--- src/rtl/fetch_pkg.sv ---
`default_nettype none
// ============================================================================
// Module   : fetch_pkg
// Brief    : Shared types and constants for the instruction fetch unit.
// Revision : 1.0
// ============================================================================
package fetch_pkg;

    typedef logic [31:0] word_t;

    typedef enum logic [2:0] {
        S_IDLE  = 3'd0,
        S_REQ   = 3'd1,
        S_HOLD  = 3'd2,
        S_DRAIN = 3'd3,
        S_ERROR = 3'd4
    } fetch_state_t;

    localparam word_t DEFAULT_RESET_PC = 32'h0000_0000;

    localparam logic [1:0] PC_SEL_HOLD   = 2'd0;
    localparam logic [1:0] PC_SEL_PLUS4  = 2'd1;
    localparam logic [1:0] PC_SEL_TARGET = 2'd2;
    localparam logic [1:0] PC_SEL_RESET  = 2'd3;

endpackage
`default_nettype wire

--- src/rtl/adder.sv ---
`default_nettype none
// ============================================================================
// Module   : adder
// Brief    : Unsigned modulo-2^WIDTH adder.
// Revision : 1.0
// ============================================================================
module adder #(
    parameter int WIDTH = 32
) (
    input  logic [WIDTH-1:0] a,
    input  logic [WIDTH-1:0] b,
    output logic [WIDTH-1:0] sum
);

    assign sum = a + b;

endmodule
`default_nettype wire

--- src/rtl/multiplexer_4to1.sv ---
`default_nettype none
// ============================================================================
// Module   : multiplexer_4to1
// Brief    : Four-input multiplexer with a 2-bit select.
// Revision : 1.0
// ============================================================================
module multiplexer_4to1 #(
    parameter int WIDTH = 32
) (
    input  logic [1:0]       sel,
    input  logic [WIDTH-1:0] in0,
    input  logic [WIDTH-1:0] in1,
    input  logic [WIDTH-1:0] in2,
    input  logic [WIDTH-1:0] in3,
    output logic [WIDTH-1:0] out
);

    always_comb begin
        case (sel)
            2'd0:    out = in0;
            2'd1:    out = in1;
            2'd2:    out = in2;
            default: out = in3;
        endcase
    end

endmodule
`default_nettype wire

--- src/rtl/pc_fetch_unit.sv ---
`default_nettype none
// ============================================================================
// Module   : pc_fetch_unit
// Brief    : Single-outstanding instruction fetch with redirect and stall.
// Revision : 1.0
// ============================================================================
module pc_fetch_unit
    import fetch_pkg::*;
#(
    parameter word_t RESET_PC = DEFAULT_RESET_PC
) (
    input  logic        clk,
    input  logic        rst_n,
    output logic        imem_req,
    output logic [31:0] imem_addr,
    input  logic        imem_ack,
    input  logic [31:0] imem_rdata,
    input  logic        redirect_valid,
    input  logic [31:0] redirect_target,
    input  logic        stall,
    output logic        if_valid,
    output logic [31:0] if_instr,
    output logic [31:0] if_pc,
    output logic [31:0] if_pc_plus4,
    output logic        misaligned
);

    fetch_state_t state_q, state_d;
    word_t        pc_q, pc_d, pc_plus4;
    logic [1:0]   pc_sel;
    logic         imem_req_q, imem_req_d;
    word_t        imem_addr_q, imem_addr_d;
    logic         if_valid_q, if_valid_d;
    word_t        if_instr_q, if_instr_d;
    word_t        if_pc_q, if_pc_d;
    word_t        if_pc_plus4_q, if_pc_plus4_d;
    logic         misaligned_q, misaligned_d;
    logic         redirect_bad;

    adder #(.WIDTH(32)) u_pc_adder (
        .a   (pc_q),
        .b   (32'd4),
        .sum (pc_plus4)
    );

    multiplexer_4to1 #(.WIDTH(32)) u_pc_mux (
        .sel (pc_sel),
        .in0 (pc_q),
        .in1 (pc_plus4),
        .in2 (redirect_target),
        .in3 (RESET_PC),
        .out (pc_d)
    );

    assign redirect_bad = redirect_valid && (redirect_target[1:0] != 2'b00);

    always_comb begin
        state_d       = state_q;
        pc_sel        = PC_SEL_HOLD;
        if_valid_d    = if_valid_q;
        if_instr_d    = if_instr_q;
        if_pc_d       = if_pc_q;
        if_pc_plus4_d = if_pc_plus4_q;
        misaligned_d  = misaligned_q;

        case (state_q)
            S_IDLE: begin
                state_d = S_REQ;
                pc_sel  = PC_SEL_RESET;
            end
            S_REQ: begin
                if (redirect_bad) begin
                    state_d      = S_ERROR;
                    misaligned_d = 1'b1;
                    if_valid_d   = 1'b0;
                end else if (redirect_valid) begin
                    // Without an ack the old request is still in flight and must drain.
                    state_d    = imem_ack ? S_REQ : S_DRAIN;
                    pc_sel     = PC_SEL_TARGET;
                    if_valid_d = 1'b0;
                end else if (imem_ack) begin
                    state_d       = S_HOLD;
                    pc_sel        = PC_SEL_PLUS4;
                    if_valid_d    = 1'b1;
                    if_instr_d    = imem_rdata;
                    if_pc_d       = pc_q;
                    if_pc_plus4_d = pc_plus4;
                end
            end
            S_HOLD: begin
                if (redirect_bad) begin
                    state_d      = S_ERROR;
                    misaligned_d = 1'b1;
                    if_valid_d   = 1'b0;
                end else if (redirect_valid) begin
                    state_d    = S_REQ;
                    pc_sel     = PC_SEL_TARGET;
                    if_valid_d = 1'b0;
                end else if (!stall) begin
                    state_d    = S_REQ;
                    if_valid_d = 1'b0;
                end
            end
            S_DRAIN: begin
                if (redirect_bad) begin
                    state_d      = S_ERROR;
                    misaligned_d = 1'b1;
                    if_valid_d   = 1'b0;
                end else begin
                    if (redirect_valid) begin
                        pc_sel = PC_SEL_TARGET;
                    end
                    if (imem_ack) begin
                        state_d = S_REQ;
                    end
                end
            end
            default: begin
                state_d = S_ERROR;
            end
        endcase
    end

    // The address only moves when a fresh request starts, keeping it stable while waiting.
    always_comb begin
        imem_req_d  = (state_d == S_REQ) || (state_d == S_DRAIN);
        imem_addr_d = (state_d == S_REQ) ? pc_d : imem_addr_q;
    end

    always_ff @(posedge clk or negedge rst_n) begin
        if (!rst_n) begin
            state_q       <= S_IDLE;
            pc_q          <= RESET_PC;
            imem_req_q    <= 1'b0;
            imem_addr_q   <= RESET_PC;
            if_valid_q    <= 1'b0;
            if_instr_q    <= '0;
            if_pc_q       <= '0;
            if_pc_plus4_q <= '0;
            misaligned_q  <= 1'b0;
        end else begin
            state_q       <= state_d;
            pc_q          <= pc_d;
            imem_req_q    <= imem_req_d;
            imem_addr_q   <= imem_addr_d;
            if_valid_q    <= if_valid_d;
            if_instr_q    <= if_instr_d;
            if_pc_q       <= if_pc_d;
            if_pc_plus4_q <= if_pc_plus4_d;
            misaligned_q  <= misaligned_d;
        end
    end

    assign imem_req    = imem_req_q;
    assign imem_addr   = imem_addr_q;
    assign if_valid    = if_valid_q;
    assign if_instr    = if_instr_q;
    assign if_pc       = if_pc_q;
    assign if_pc_plus4 = if_pc_plus4_q;
    assign misaligned  = misaligned_q;

endmodule
`default_nettype wire
--- config.mk ---
export PLATFORM = sky130hd
export DESIGN_NAME = pc_fetch_unit
export DESIGN_NICKNAME = d
export VERILOG_FILES = /design/src/rtl/fetch_pkg.sv /design/src/rtl/adder.sv /design/src/rtl/multiplexer_4to1.sv /design/src/rtl/pc_fetch_unit.sv
export SDC_FILE = /design/constraint.sdc
export NUM_CORES = 1
export LEC_CHECK = 0
export CAP_MARGIN = 0
export CORE_MARGIN = 10
export CORE_UTILIZATION = 35
export CTS_CLUSTER_SIZE = 12
export DETAILED_ROUTE_END_ITERATION = 10
export GPL_TIMING_DRIVEN = 0
export PLACE_DENSITY = 0.73
export SLEW_MARGIN = 20
export SYNTH_ARGS = -nofsm -noshare
export SYNTH_HDL_FRONTEND = slang
export SYNTH_SLANG_ARGS = --single-unit
--- constraint.sdc ---
create_clock -name clk -period 1.9 [get_ports clk]
set_clock_uncertainty 0.1 [all_clocks]
set_input_delay 0.19 -clock clk [delete_from_list [all_inputs] [get_ports clk]]
set_output_delay 0.19 -clock clk [all_outputs]
set_load 0.05 [all_outputs]
==> flow_summary.yaml <==
outcome:
  status: "finished with violations"
  violations: "setup timing"
yosys:
  synth_compound_area_frac: 0.0987
  synth_adder_area_share: 0.00174
  synth_edf_count: 0
  synth_top_family_by_area: "simple AND/OR/NAND/NOR gates"
  synthCells: 737
  synth.distinct_cells: 54
  ys_warn_count: 0
  avgSynthCellArea_um2: 9.77
  synth_top_area_share: 0.570
  synthMuxAreaShare: 0.0471
  seq_area_frac_synth: 0.570
  ys.flop_type: "dfrtp_1"
  yosys.area.top_type: "dfrtp_1"
  async_flop_share: 1.00
  synth-seq-cells: 164
  synth.top_cells.by_area: "dfrtp_1, nand2_1, mux2_2"
  synth-xor-area-share: 0.0340
  synthSimpleGateAreaFrac: 0.210
  syn_area_um2: 7200
  synth_nets: 807
sta:
  max_clock_freq_ghz: 0.488
  hold_viol_final: 0
  rsz0062_at_grt: "yes"
  slew_violations: 0
  tightest_slew_ns: 0.844
  setup_viol: 121
  final.setup.worst_slack_ns: -0.151
  post-route-period-util: 1.08
  period_minus_slack_ns: 2.05
  max_slew_margin: 0.437
die:
  dieWidth_um: 163
  die-area_um2: 26700
  rows: 52
  core_area_um2: 20200
  io_pins: 200
  die_h_um: 163
  start_util: 0.356
setup_path:
  required_ns: 2.12
  reg2reg_depth: 6
  criticalPathCategory: "flip-flop to flip-flop"
  arrival_ns: 2.27
  critPathMaxFanout: 5
  start_kind: "flip-flop"
  endpoint_kind: "flip-flop"
placed_design:
  port_buffers: 199
  place_ws_ns: -1.30
  place_inst: 1207
  place.gp.congestion: 0.850
  hpwlAfterDp_um: 17800
global_routing:
  antenna_found_initial: 1
  grt_util_all_layers: 0.192
  grt_pass1_wl_um: 39500
  grt_pass1_vias: 6733
  grt_max_degree: 98
  grt_overflow_total: 0
drt:
  via_count: 6724
  first_pass_iters: 5
  drc: 0
  vias_per_cell: 5.17
  drt_iter0_drc: 527
  drt-total-wl_um: 28100
  wl_per_cell_um: 21.6
  ant_nets: 0
clock_network:
  cts_root_buf: "clkbuf_16"
  htreeDepth: 4
  clock_latency_ns: 0.43
  tritoncts: "done"
  clockBufferDepth: 2
  clk_pin_slew_worst_paths_ns: 0.07
  cts_sinks: 164
  cts_buffers: 17
final_layout:
  layout_common_cells: "dfrtp_1, nand2_1, dlygate4sd2_1"
  fin_nets: 1087
  syn2layout_area_growth_pct: 73.5
  final_cells: 1301
  final_common_cell: "dfrtp_1"
  drive_above_1_share: 0.369
power:
  finalPower_mw: 14.0
  irDropWorstVdd_mv: 0.563
  leakage_nw: 6.66
  power.density_nw_per_um2: 1120
run:
  maxCapViolCount: 0
min_path:
  hold_path_class: "primary input to async pin"
==> area by class of cell <==
cell class | count | area [um2]
multi-input cells | 516 | 3980
well taps | 270 | 338
fillers | 1536 | 7730
plain buffers | 46 | 647
repair buffers | 266 | 2760
inverters | 6 | 22.5
diodes | 1 | 2.50
clock buffers | 22 | 484
flip-flops and latches | 164 | 4120
clock inverters | 10 | 145
==> path summary, 6_finish.rpt <==
kind	to	slack, ns	start
worst max-delay path	imem_addr[15]$_DFFE_PN0N_	-0.15	pc_q[13]$_DFF_PN0_
worst min-delay path	imem_addr[3]$_DFFE_PN0N_	0.19	rst_n
worst max register to register	imem_addr[15]$_DFFE_PN0N_	-0.15	pc_q[13]$_DFF_PN0_
worst min register to register	if_instr[11]$_DFFE_PN0P_	0.38	if_instr[11]$_DFFE_PN0P_
max in group asynchronous	pc_q[21]$_DFF_PN0_	0.61	rst_n
min in group clk	if_instr[23]$_DFFE_PN0P_	0.20	imem_rdata[23]
==> power breakdown <==
group,internal (mW),switching [mW],leakage [nW]
combinational,2.02,3.51,4.14
sequential,4.21,0.618,2.22
clock,2.22,1.45,0.303
total,8.45,5.58,6.66
==> per-layer routing <==
layer / track usage / wire length, um / vias to the layer above
met3: 0.0629 / 2250 / 52
met2: 0.300 / 13200 / 270
met5: 0 / 0 / -
met4: 0.0670 / 794 / 0
li1: - / - / 3066
met1: 0.243 / 11900 / 3336
==> registers in the layout, indices dropped and copies added, names as in the netlist, 3 cells and up <==
name / cells
pc_q: 32
if_instr: 32
if_pc: 32
if_pc_plus4: 30
state_q: 3
imem_addr: 32
==> logic make-up (layout without fill, tap and decap cells) <==
logic type	Yosys count	in the layout
simple gates	347	348
flops	164	164
compound gates	108	108
buf+inv	58	350
mux	31	31
xor+xnor	28	28
fa+ha+maj	1	1
other cells	0	1
==> timing repair <==
action | 4_1_cts | 5_1_grt
gates resized for setup | 219 | 319
pin swaps | 26 | 165
hold endpoints to repair | 67 | 0
buffers inserted | 36 | 12
cloned | 7 | 12
endpoints found under the setup margin | 241 | 191
hold buffers | 1 | 0
==> synth_stat cells (all sizes together) (4+ instances only) <==
cell and count:
nand2 257, dfrtp 164, o21ai 33, buf 27, xnor2 26, clkbuf 25, mux2 23, a21oi 18
nor2 18, nor3 14, o22ai 14, nand3 10, o21bai 9, mux2i 8, or2 8, nand2b 7
nand4 7, a221o 6, inv 6, a21o 5, nand3b 4, nor4 4, o31ai 4
==> critical path, cell delays in order, from the launching register on <==
cell and delay [ns]:
dfrtp_2 0.41, nand4_4 0.14, buf_4 0.16, or4_4 0.59, o21ai_4 0.21, a21oi_4 0.09
o31a_1 0.24
==> through the flow <==
stage                     area, um2  setup TNS [ns]  utilization  hold WS (ns)
after floorplan                7460          -0.423            -        -0.206
after global placement         9790        -1152.26        0.484         0.356
after detailed placement       9820         -134.95        0.485        0.0708
after CTS                     11300           -8.83        0.557         0.183
after global routing          12500          -13.20        0.618         0.192
final                         12500           -6.66        0.618         0.195
No activity file was read; power rests on OpenSTA's default activity.
==> RTL edit (same settings) <==
Reset style: synchronous (`rst_n`), changed in one clocked block.
--- a/src/rtl/pc_fetch_unit.sv
+++ b/src/rtl/pc_fetch_unit.sv
@@ -129,3 +129,3 @@
 
-    always_ff @(posedge clk or negedge rst_n) begin
+    always_ff @(posedge clk) begin
         if (!rst_n) begin
Function: differs if rst_n is asserted again (counterexample within 4 cycles, from zero or initial values and one cycle with rst_n low); with rst_n held inactive, the same outputs for 4 cycles.
==> RTL edit against the original RTL <==
Wire length increased by 26%. The run still ends with setup timing left. Design area decreased by 1.7%. Critical endpoint is now imem_addr[17]. Setup slack got worse by 0.19 ns. Sequential cell count unchanged. Non-clock buffer count increased by 53. Area after synthesis decreased by 5.6%. Highest routed layer unchanged. Synthesized cell count increased by 11%.
Power is not compared: it rests on default switching activity, and its combinational part moved more than twofold at a synthesized area within 25%.
==> RTL edit: results (changes against the original RTL) <==
Status
  – Failing checks: setup timing (unchanged)
  – Outcome: complete, but fails checks (unchanged)

Layout
  – Inverters: 4 (was 6)
  – Filler Cell Count: 1363 (was 1536)
  – Area Growth Syn to Fin: 80.7% (was 73.5%)
  – Buffers, non-clock: 365 (was 312)
  – Multi-input gates: 577 (was 516)
  – Diode count: 0 (was 1)
  – Layout Nets: 1199 (was 1087)
  – Clk cell area share: 5.17% (was 5.04%)
  – Multi-input combinational area share: 34.5% (was 31.9%)

Synthesis
  – Syn Inst Count: 819 (was 737)
  – Synth Area in Compound Gates: 20.8% (was 9.87%)
  – Register area share after synthesis: 48.3% (was 57.0%)
  – Commonest cells in the netlist: nand2_1, dfxtp_1, a21oi_1, nor2_1, clkbuf_1 (was nand2_1, dfrtp_1, o21ai_0, xnor2_1)

Timing
  – Final WS setup: -0.345 ns (was -0.151 ns)
  – Final-report setup violation count: 79 (was 121)
  – Setup TNS: -7.37 ns (was -6.66 ns)

Place
  – Post-placement setup slack: -1.14 ns (was -1.30 ns)
  – Placed cell area: 9200 um2 (was 9820 um2)
  – GP Congestion: 0.895 (was 0.850)
  – Hpwl dp: 19.5 mm (was 17.8 mm)

GRT
  – Grt met1 use: 25.8% (was 24.3%)
  – Initial antenna violation count: 0 (was 1)

CTS
  – Post-CTS Hold Fix Bufs: 0 (was 1)

Critical path
  – Worst Path Arrival: 2.47 ns (was 2.27 ns)
  – Reg2reg start: pc_q[15] (was pc_q[13])

Route
  – Initial DRC count: 1291 (was 527)
  – TritonRoute pass-1 iters: 9 (was 5)
==> RTL edit: cell count changes after synthesis, sizes merged, moves of 13 or more <==
| cell | unedited run | this run |
|---|---|---|
| a211oi | 3 | 18 |
| a21oi | 18 | 121 |
| a311oi | 0 | 14 |
| clkbuf | 25 | 38 |
| dfrtp | 164 | 0 |
| dfxtp | 0 | 164 |
| mux2 | 23 | 1 |
| nand2 | 257 | 170 |
| nor2 | 18 | 46 |
| o22ai | 14 | 0 |
==> RTL edit: stage by stage <==
| step | total power [mW] | hold WS [ns] |
|---|---|---|
| floorplan | 4.72 | 0.226 |
| global placement | 5.39 | 0.340 |
| detailed placement | 5.40 | 0.345 |
| CTS | 9.26 | 0.189 |
| global route | 9.91 | 0.199 |
| finish | 9.70 | 0.200 |
==> RTL edit: worst max-delay path, cell delays in order, from the launching register on <==
cell and delay (ns):
dfxtp_4 0.38, buf_4 0.14, nand4_1 0.19, nor4_4 0.52, mux2i_2 0.38, nand4_1 0.22, o211a_1 0.20
